**src/rtl/uart_receiver_pkg.sv**
```systemverilog
// Shared UART definitions: receiver state encoding, parity codes and the
// default line settings that the transmitter also uses.
package uart_receiver_pkg;

  localparam int unsigned DEF_CLK_FREQ  = 50_000_000;
  localparam int unsigned DEF_BAUD_RATE = 115_200;

  typedef enum logic [2:0] {
    RX_IDLE,
    RX_START,
    RX_DATA,
    RX_PARITY,
    RX_STOP,
    RX_WAIT_HIGH
  } rx_state_t;

  typedef enum logic [1:0] {
    PAR_NONE = 2'd0,
    PAR_ODD  = 2'd1,
    PAR_EVEN = 2'd2
  } parity_t;

endpackage

```
**src/rtl/uart_receiver_sync_2ff.sv**
```systemverilog
// Two-flop synchroniser for an asynchronous single-bit input.
module sync_2ff #(
  parameter logic RESET_VAL = 1'b1
) (
  input  logic clk,
  input  logic rst,
  input  logic d,
  output logic q
);

  logic meta;

  always_ff @(posedge clk or posedge rst) begin
    if (rst) begin
      meta <= RESET_VAL;
      q    <= RESET_VAL;
    end else begin
      meta <= d;
      q    <= meta;
    end
  end

endmodule

```
**src/rtl/uart_receiver.sv**
```systemverilog
// UART receiver: 8 data bits LSB-first, optional odd/even parity, one stop bit,
// mid-bit sampling, one-cycle rx_valid strobe with parity/framing flags.
module uart_receiver
  import uart_receiver_pkg::*;
#(
  parameter int unsigned CLK_FREQ  = DEF_CLK_FREQ,
  parameter int unsigned BAUD_RATE = DEF_BAUD_RATE
) (
  input  logic       clk,
  input  logic       rst,
  input  logic       serial_in,
  input  logic [1:0] parity_type,
  output logic [7:0] rx_data,
  output logic       rx_valid,
  output logic       parity_error,
  output logic       framing_error,
  output logic       rx_busy
);

  localparam int unsigned CLKS_PER_BIT = CLK_FREQ / BAUD_RATE;
  localparam int unsigned HALF_BIT     = CLKS_PER_BIT / 2;
  localparam logic [15:0] BIT_LAST     = 16'(CLKS_PER_BIT - 1);
  localparam logic [15:0] HALF_LAST    = 16'(HALF_BIT - 1);

  rx_state_t   state, next_state;
  parity_t     par_mode;
  logic        rx_s;
  logic [15:0] cnt;
  logic [2:0]  bit_idx;
  logic [7:0]  shift;
  logic        par_err;
  logic        stop_bit;
  logic        frame_done;
  logic        half_hit;
  logic        bit_hit;

  sync_2ff #(.RESET_VAL(1'b1)) u_sync (
    .clk (clk),
    .rst (rst),
    .d   (serial_in),
    .q   (rx_s)
  );

  assign half_hit = (cnt == HALF_LAST);
  assign bit_hit  = (cnt == BIT_LAST);
  assign rx_busy  = (state != RX_IDLE);

  always_ff @(posedge clk or posedge rst) begin
    if (rst) state <= RX_IDLE;
    else     state <= next_state;
  end

  always_comb begin
    next_state = state;
    unique case (state)
      RX_IDLE:      if (!rx_s) next_state = RX_START;
      RX_START:     if (half_hit) next_state = rx_s ? RX_IDLE : RX_DATA;
      RX_DATA:      if (bit_hit && bit_idx == 3'd7)
                      next_state = (par_mode == PAR_NONE) ? RX_STOP : RX_PARITY;
      RX_PARITY:    if (bit_hit) next_state = RX_STOP;
      RX_STOP:      if (bit_hit) next_state = rx_s ? RX_IDLE : RX_WAIT_HIGH;
      RX_WAIT_HIGH: if (rx_s) next_state = RX_IDLE;
      default:      next_state = RX_IDLE;
    endcase
  end

  always_ff @(posedge clk or posedge rst) begin
    if (rst) begin
      cnt        <= '0;
      bit_idx    <= '0;
      shift      <= '0;
      par_mode   <= PAR_NONE;
      par_err    <= 1'b0;
      stop_bit   <= 1'b0;
      frame_done <= 1'b0;
    end else begin
      frame_done <= 1'b0;
      unique case (state)
        RX_IDLE: begin
          cnt      <= '0;
          bit_idx  <= '0;
          par_mode <= (parity_type == 2'd3) ? PAR_NONE : parity_t'(parity_type);
        end
        RX_START: cnt <= half_hit ? '0 : cnt + 16'd1;
        RX_DATA: begin
          if (bit_hit) begin
            cnt     <= '0;
            shift   <= {rx_s, shift[7:1]};
            bit_idx <= bit_idx + 3'd1;
          end else begin
            cnt <= cnt + 16'd1;
          end
        end
        RX_PARITY: begin
          if (bit_hit) begin
            cnt     <= '0;
            par_err <= ((^shift) ^ rx_s) != (par_mode == PAR_ODD);
          end else begin
            cnt <= cnt + 16'd1;
          end
        end
        RX_STOP: begin
          if (bit_hit) begin
            cnt        <= '0;
            stop_bit   <= rx_s;
            frame_done <= 1'b1;
          end else begin
            cnt <= cnt + 16'd1;
          end
        end
        RX_WAIT_HIGH: cnt <= '0;
        default:      cnt <= '0;
      endcase
    end
  end

  // Results are published one cycle after the stop sample; par_mode still holds
  // the frozen per-frame value at that edge even though IDLE re-latches it.
  always_ff @(posedge clk or posedge rst) begin
    if (rst) begin
      rx_data       <= '0;
      rx_valid      <= 1'b0;
      parity_error  <= 1'b0;
      framing_error <= 1'b0;
    end else begin
      rx_valid <= frame_done;
      if (frame_done) begin
        rx_data       <= shift;
        parity_error  <= (par_mode != PAR_NONE) && par_err;
        framing_error <= ~stop_bit;
      end
    end
  end

endmodule
```
**config.mk**
```make
export PLATFORM = sky130hd
export DESIGN_NAME = uart_receiver
export DESIGN_NICKNAME = d
export VERILOG_FILES = /design/src/rtl/uart_receiver_pkg.sv /design/src/rtl/uart_receiver_sync_2ff.sv /design/src/rtl/uart_receiver.sv
export SDC_FILE = /design/constraint.sdc
export NUM_CORES = 1
export LEC_CHECK = 0
export CAP_MARGIN = 20
export CORE_MARGIN = 10
export CORE_UTILIZATION = 52
export DETAILED_ROUTE_END_ITERATION = 16
export PLACE_DENSITY_LB_ADDON = 0.2
export SYNTH_ARGS = -nofsm -noshare
export SYNTH_HDL_FRONTEND = slang
export SYNTH_SLANG_ARGS = --single-unit
```
**constraint.sdc**
```tcl
create_clock -name clk -period 2.01 [get_ports clk]
set_clock_uncertainty 0.15 [all_clocks]
set_input_delay 0.402 -clock clk [delete_from_list [all_inputs] [get_ports clk]]
set_output_delay 0.402 -clock clk [all_outputs]
set_load 0.03 [all_outputs]
```
==> flow_summary.ini, run 1 <==
[run_status]
status = completed

[sta]
slew_headroom = 0.680
period_minus_slack_ps = 2000
rsz0062_at_grt = true
fin_crit_sh = 0.994
hold_violations = 0
finalSetupViolCount = 0
slew_violations = 0
fmax_mhz = 500
worstMarginPinSlew_ps = 480
fin_ws_ps = 11.4

[power]
p_total_mw = 1.87
p_sw_frac = 0.202
p_comb_frac = 0.026
peakVddDrop_mv = 0.395
pwr-share-clk = 0.452
power_density_nw_per_um2 = 659
power.internal_mw = 1.49
power_frac_seq = 0.522
p_sw_uw = 377
p_leak_nw = 1.33

[setup_path]
cp_cell_sequence = inv_2, ha_4, nor3b_4, nand4_4, or3_4, mux2_4
critical-path-top-delay-family = simple AND/OR/NAND/NOR gates
critPathKind = reg -> reg
rr_worst_depth = 6
crit_path_start_kind = flip-flop
crit_buf_inv = 1
cp.required_ps = 2060
cp_max_fo = 6
cp.depth = 6
end_kind = flip-flop
slowest_stage = or3_4
critPathMaxStageDelay_ps = 480
crit_arrival_ps = 2050

[detailed_routing]
vias = 1572
dr.pass1.iters = 4
ant_nets = 0
finalWirelength_um = 4520
vias_per_cell = 5.48
wire_per_inst_um = 15.7
drt_drc_violations_left = 0
first_iter_violations = 113

[placed_design]
post-dp-hpwl_um = 3320
placed_area_um2 = 2640
dp.cells = 276
dp_slack_ps = -31.3
gp_congestion = 0.849
io_buffers = 16

[clocking]
cts.sinks = 48
cts_tree = done
cts_max_level = 2
max-clock-path-buffers = 2
cts_hold_repair.buffers = 0
cts_made_buffers = 5
clock_latency_ps = 310
clock-root-buffer = clkbuf_8
path_clk_slew_ps = 100

[yosys]
syn_inst = 197
synth_edf_count = 0
ys.flop_type = dfrtp_1
synth_area_um2 = 2290
synth_area_per_cell_um2 = 11.6
synth.distinct_cells = 39
ys_seq_area_frac = 0.525
synthesis.nets = 207
ys_warn_count = 0
synth-async-reset-ratio = 1.00
synth_seq_cells = 48

[floorplan]
die_h_um = 86.4
io_pins = 17
core-area_um2 = 4320
die_width_um = 86.4
start_util = 0.530
die_area_um2 = 7460
fp-row-count = 24

[final_layout]
finalNonFillerCells = 287
fin_nets = 244
final_design_area_no_fill_um2 = 2840
antennaDiodeCount = 0
syn_to_final_growth_pct = 23.7
drive_above_1_share = 0.277

[flow_run]
max_cap_violations = 0

[worst_hold_path]
hp-class = reg -> reg
hold_depth = 0

[global_route]
antenna_found_initial = 0
gr-total-overflow = 0
grt_pass1_vias = 1676
grt_max_degree = 31
grt_pass1_wl_um = 7620
grt.total_usage = 0.126
-- layout make-up --
class	count	area, um^2
Inverter	10	37.5
Timing Repair Buffer	35	313
Multi-Input combinational cell	134	1080
Sequential cell	48	1200
Fill cell	333	1490
Clock inverter	3	68.8
Clock buffer	5	68.8
Tap cell	52	65.1
-- power groups by stage --
stage	Clock, mW	Combinational (mW)	Sequential [mW]
2_1_floorplan	0	0.0284	0.992
3_3_place_gp	0	0.0477	0.993
3_5_place_dp	0	0.0494	0.993
4_1_cts	0.855	0.0496	0.974
5_1_grt	0.893	0.0544	0.975
6_report	0.845	0.0485	0.974
-- cells in the final DEF (no fill, tap or decap), types with 3 or more instances in the layout --
cell type,count
inv_1,8
nor2_1,24
buf_4,19
nand2b_1,3
dfrtp_1,46
nand3_1,13
nand4_1,3
xor2_1,10
nand2_1,8
o21ai_0,5
clkbuf_8,5
nor3_1,4
xnor2_1,13
mux2_4,7
mux2_2,13
clkdlybuf4s50_1,15
-- per-layer routing --
metal | share of wire | global-route usage
met5 | 0 | 0
met1 | 0.41 | 0.131
met3 | 0.037 | 0.0328
met4 | 0.013 | 0.0560
met2 | 0.54 | 0.229
-- flip-flops by register name, indices dropped and copies added, names as in the netlist --
signal         flops
u_sync.meta        1
par_err            1
stop_bit           1
frame_done         1
rx_data            8
bit_idx            3
parity_error       1
rx_valid           1
state              3
framing_error      1
par_mode           2
u_sync.q           1
cnt               16
shift              8
-- worst reg2reg max path, cell delays in order, from the launching register on --
cell and delay, ps:
dfrtp_1 400, inv_2 80, ha_4 120, nor3b_4 220, nand4_4 130, or3_4 480
mux2_4 320
-- path summary, 6_finish.rpt --
kind	from	end	slack, ps
min in group asynchronous	rst	cnt[8]	250
setup / recovery	cnt[1]	shift[1]	10
max in group asynchronous	rst	shift[5]	980
setup reg to reg	cnt[1]	shift[1]	10
hold reg to reg	u_sync.meta	u_sync.q	200
hold / removal	u_sync.meta	u_sync.q	200
-- cells by family (layout without fill, tap and decap cells) --
logic type,Yosys count,in the layout,share of synthesized area
xor+xnor,23,23,0.0879
mux,20,20,0.110
buf+inv,16,53,0.0300
fa+ha+maj,5,5,0.0273
simple gates,70,71,0.174
flops,48,48,0.525
compound gates,15,15,0.0459
-- through the flow --
step	setup TNS, ps	hold WS [ps]	utilization
floorplan	-292	195	-
global placement	0	197	0.609
detailed placement	-86.3	205	0.609
CTS	0	205	0.643
global route	-633	207	0.656
finish	0	203	0.656
-- cells in the mapped netlist, drive strengths merged (2+ instances only) --
cell type / n / share of area
nor3: 4 / 0.0087
dfstp: 2 / 0.023
xor2: 10 / 0.038
mux2: 20 / 0.11
dfrtp: 46 / 0.50
ha: 5 / 0.027
and3: 2 / 0.0055
clkbuf: 3 / 0.0049
nor2: 24 / 0.039
nor2b: 2 / 0.0055
nand2b: 3 / 0.0082
xnor2: 13 / 0.050
a22oi: 2 / 0.0065
o21ai: 5 / 0.011
nand2: 9 / 0.016
buf: 3 / 0.0087
a21oi: 2 / 0.0044
inv: 10 / 0.016
nor4: 3 / 0.021
nand4: 4 / 0.017
nand3: 13 / 0.028
-- what timing repair did --
action,in CTS,in global routing
setup endpoints to repair,3,28
pin swaps,0,4
resized for setup,2,7
cloned,0,1
buffers inserted,0,2
endpoints found under the hold margin,0,0
No activity file was read; power rests on OpenSTA's default activity.
==> run 2: changes to the inputs <==
- SETUP_SLACK_MARGIN: default -> 0.5
==> run 2 against run 1 <==
Compared with the run above: the run now ends with setup timing left; die area unchanged; maximum frequency is 1.8% lower; worst hold slack gained 15 ps; global-route usage increased by 0.43 points; critical path depth fell by 2; sequential power about the same; clock power decreased by 1%; wire length increased by 21%; register-to-register slack lost 40 ps; first-iteration DRC count fell by 14%; worst setup slack got worse by 37 ps; count of clock-buffer cells in the layout is the same; critical path type unchanged; largest cell class is now multi-input gates.
==> flow_summary.ini, run 2 (synthesized netlist as in run 1, its figures left out) <==
[run_status]
status = complete, but fails checks
violations = setup timing

[final_layout]
fin_nets = 258
syn_to_final_growth_pct = 37.7
final_common_cell = dfrtp_1
finalNonFillerCells = 301
antennaDiodeCount = 0
top_register = cnt
top_regs = cnt: 16 flops, rx_data: 8 flops, shift: 8 flops
fin_util = 0.730
drive_above_1_share = 0.462
layout_common_cells = dfrtp_1 (45), buf_4 (20), nor2_4 (16), xnor2_1 (13)
largest_reg_flops = 16

[setup_path]
critPathKind = reg -> reg
cp_max_fo = 6
rr_worst_depth = 4
crit_arrival_ps = 2070
worstReg2RegEnd = shift[3]
end_kind = flip-flop
reg2reg_slack_ps = -30
rr_startpoint = cnt[11]
endpoint = shift[3]
crit_path_start_kind = flip-flop
cp.required_ps = 2050
worstSetupStartpoint = cnt[11]

[placed_design]
dp.cells = 277
io_buffers = 16
gp_congestion = 0.932
post-dp-hpwl_um = 3190

[sta]
hold_violations = 0
fin_crit_sh = 1.01
fin_ws_ps = -25.6
fmax_mhz = 491
rsz0062_at_grt = true
slew_headroom = 0.696
slew_violations = 0
fin_setup_tns_ps = -77.4
worstMarginPinSlew_ps = 456
period_minus_slack_ps = 2040
hold_ws_ps = 218
finalSetupViolCount = 7

[floorplan]
die_area_um2 = 7460
io_pins = 17
fp-row-count = 24
start_util = 0.530
die_h_um = 86.4
die_width_um = 86.4
core-area_um2 = 4320

[detailed_routing]
first_iter_violations = 97
vias_per_cell = 5.62
dr.pass1.iters = 4
vias = 1692
ant_nets = 0
wire_per_inst_um = 18.2
drt_drc_violations_left = 0
finalWirelength_um = 5470

[global_route]
grt_pass1_wl_um = 7910
grt_pass1_vias = 1676
grt.total_usage = 0.130
gr-total-overflow = 0
grt_max_degree = 21
antenna_found_initial = 0

[power]
peakVddDrop_mv = 0.434
power_density_nw_per_um2 = 589
p_total_mw = 1.86
p_leak_nw = 1.44

[clocking]
clock_latency_ps = 300
cts.sinks = 48
max-clock-path-buffers = 2
cts_made_buffers = 5
cts_max_level = 2
cts_tree = done
clock-root-buffer = clkbuf_8
path_clk_slew_ps = 90
cts_hold_repair.buffers = 0

[flow_run]
max_cap_violations = 0

[worst_hold_path]
hp-class = reg -> reg
==> run 2: critical path, cell delays in order (launching register included) <==
cell     delay [ps]
dfrtp_1         420
nor4_4          380
nand4_4         170
or3_4           470
mux2_4          320
==> run 2: power by group <==
group	leakage, nW	internal, mW	switching, mW	total, mW
Sequential	0.645	0.971	0.00372	0.974
Clock	0.0687	0.501	0.332	0.833
Combinational	0.729	0.0208	0.0320	0.0528
Total	1.44	1.49	0.368	1.86
==> run 2: how the worst min path moves through the flow <==
stage	start	to	cells after the start
global placement	u_sync.meta	u_sync.q	0
CTS	u_sync.meta	u_sync.q	0
detailed placement	u_sync.meta	u_sync.q	0
floorplan	u_sync.meta	u_sync.q	0
finish	u_sync.meta	u_sync.q	0
global route	u_sync.meta	u_sync.q	0
==> run 2: repair_timing <==
item,4_1_cts,5_1_grt
cloned,2,1
setup endpoints to repair,45,34
gates resized for setup,82,49
pin swaps,6,20
setup buffers,8,5
==> run 2: layout make-up <==
type,count,area [um^2]
multi-input cells,134,1240
flip-flops and latches,48,1200
fillers,269,1170
repair buffers,49,455
clock buffers,5,68.8
clock inverters,3,68.8
well taps,52,65.1
inverters,10,51.3
==> run 2: per-stage QoR <==
| stage | area [um^2] | setup slack (ps) |
|---|---|---|
| 2_1_floorplan | 2310 | -41.7 |
| 3_3_place_gp | 2650 | 46.2 |
| 3_5_place_dp | 2650 | -2.72 |
| 4_1_cts | 2900 | -14.3 |
| 5_1_grt | 3160 | -93.2 |
| 6_report | 3160 | -25.6 |
==> run 2: layer usage <==
layer  share of wire  vias to the layer above  GRT usage
li1                -                      780          -
met1            0.41                      864      0.162
met2            0.53                       40      0.205
met3           0.049                        8     0.0422
met4           0.013                        0     0.0471
met5               0                        -          0
==> run 3: changes to the inputs <==
- CORE_UTILIZATION: 52 -> 45
- CTS_CLUSTER_SIZE: default -> 20
==> run 3 against run 2 <==
Compared with the run above: the run still ends with setup timing left; final cell count up 8.0%; first-iteration DRC count unchanged; flip-flop and latch count unchanged; register-to-register slack hardly changed; highest routed layer unchanged; sequential power barely moved; combinational power down 4.2%.
==> flow_summary.ini, run 3 (synthesized netlist as in run 1, its figures left out) <==
[run_status]
status = complete, but fails checks
violations = setup timing

[clocking]
path_clk_slew_ps = 80
cts_made_buffers = 5
cts_max_level = 2
cts_tree = done
cts.sinks = 48
clock-root-buffer = clkbuf_8
clock_latency_ps = 300
max-clock-path-buffers = 2

[setup_path]
crit_path_start_kind = flip-flop
cp_max_fo = 6
critical-path-top-delay-family = simple AND/OR/NAND/NOR gates
reg2reg_slack_ps = -10
critPathKind = reg -> reg
crit_arrival_ps = 2060
cp.required_ps = 2040
critPathMaxStageDelay_ps = 470
end_kind = flip-flop
cp_cell_sequence = nor4_4, nand4_4, or3_4, mux2_4
crit_buf_inv = 0
slowest_stage = or3_4

[final_layout]
largest_reg_flops = 16
syn_to_final_growth_pct = 39.0
fin_util = 0.661
fin_nets = 267
top_register = cnt
drive_above_1_share = 0.492
top_regs = cnt: 16 flops, rx_data: 8 flops, shift: 8 flops
fillers = 380
multiInputGateArea_um2 = 1270
layout_common_cells = dfrtp_1 (46), buf_4 (30), nor2_4 (15), xnor2_1 (13)
regArea_um2 = 1200
finalNonFillerCells = 325
final_design_area_no_fill_um2 = 3190
final_common_cell = dfrtp_1
antennaDiodeCount = 0

[power]
power_density_nw_per_um2 = 497
peakVddDrop_mv = 0.365
p_leak_nw = 1.45

[placed_design]
dp_slack_ps = -38.6
dp.cells = 291
gp_congestion = 0.870
placed_area_um2 = 2660
post-dp-hpwl_um = 3240
io_buffers = 16

[detailed_routing]
vias_per_cell = 5.14
dr.pass1.iters = 4
drt_drc_violations_left = 0
ant_nets = 0
finalWirelength_um = 5320
first_iter_violations = 97
wire_per_inst_um = 16.4
vias = 1670

[sta]
period_minus_slack_ps = 2020
fin_ws_ps = -14.8
hold_ws_ps = 213
fmax_mhz = 494
fin_crit_sh = 1.01
slew_headroom = 0.660
worstMarginPinSlew_ps = 509
hold_violations = 0
finalSetupViolCount = 10
slew_violations = 0
rsz0062_at_grt = true

[global_route]
met1_usage = 0.124
grt.total_usage = 0.118
gr-total-overflow = 0
busiest_layer = met2
grt_pass1_vias = 1778
antenna_found_initial = 0
grt_max_degree = 32
grt_pass1_wl_um = 8240
grt_util_met2 = 0.222
grtUsageMet3 = 0.0313

[floorplan]
die_width_um = 91.4
fp-row-count = 25
die_h_um = 91.4
start_util = 0.476
core-area_um2 = 4820
io_pins = 17
die_area_um2 = 8350

[worst_hold_path]
hp-class = reg -> reg

[flow_run]
max_cap_violations = 0
## run 3: cell types whose count changed in the layout (fill, tap and decap cells not counted), moves of 2 or more
cell,change
buf_12,-2
buf_4,+10
nor3_4,+2
buf_6,+2
inv_6,-2
bufinv_16,-2
## run 3: repair_timing
item | in CTS | in global routing
pin swaps | 10 | 21
setup buffers | 14 | 10
hold buffers | 0 | 0
cloned | 1 | 1
setup endpoints to repair | 45 | 35
resized for setup | 85 | 45
## run 3: final timing paths
kind | startpoint | to | cells after the start
max | cnt[2] | shift[6] | 4
min | u_sync.meta | u_sync.q | 0
max reg2reg | cnt[2] | shift[6] | 4
min reg2reg | u_sync.meta | u_sync.q | 0
max in group asynchronous | rst | u_sync.q | 3
min in group asynchronous | rst | rx_valid | 3
## run 3: worst register-to-register path: stages, from the launching register on
cell and delay [ps]:
dfrtp_1 430, nor4_4 370, nand4_4 170, or3_4 480, mux2_4 330
## run 3: layer usage
metal,share of wire,vias up
li1,-,796
met1,0.39,837
met2,0.57,26
met3,0.031,11
met4,0.017,0
met5,0,-
## run 3: layout make-up
type | count | area share
Clock buffer | 6 | 0.0228
Sequential cell | 48 | 0.378
Tap cell | 67 | 0.0263
Multi-Input combinational cell | 134 | 0.397
Inverter | 10 | 0.0153
Timing Repair Buffer | 58 | 0.156
Clock inverter | 2 | 0.00393
## run 3: report_power, final
part / switching [mW] / internal, mW
combinational: 0.0297 / 0.0209
clock: 0.316 / 0.244
sequential: 0.00360 / 0.970
## run 3: metrics by stage
stage | power (mW) | setup TNS, ps
6_report | 1.58 | -90.4
2_1_floorplan | 1.02 | -292
3_5_place_dp | 1.04 | -295
4_1_cts | 1.60 | -21.7
5_1_grt | 1.65 | -2050
3_3_place_gp | 1.04 | 0
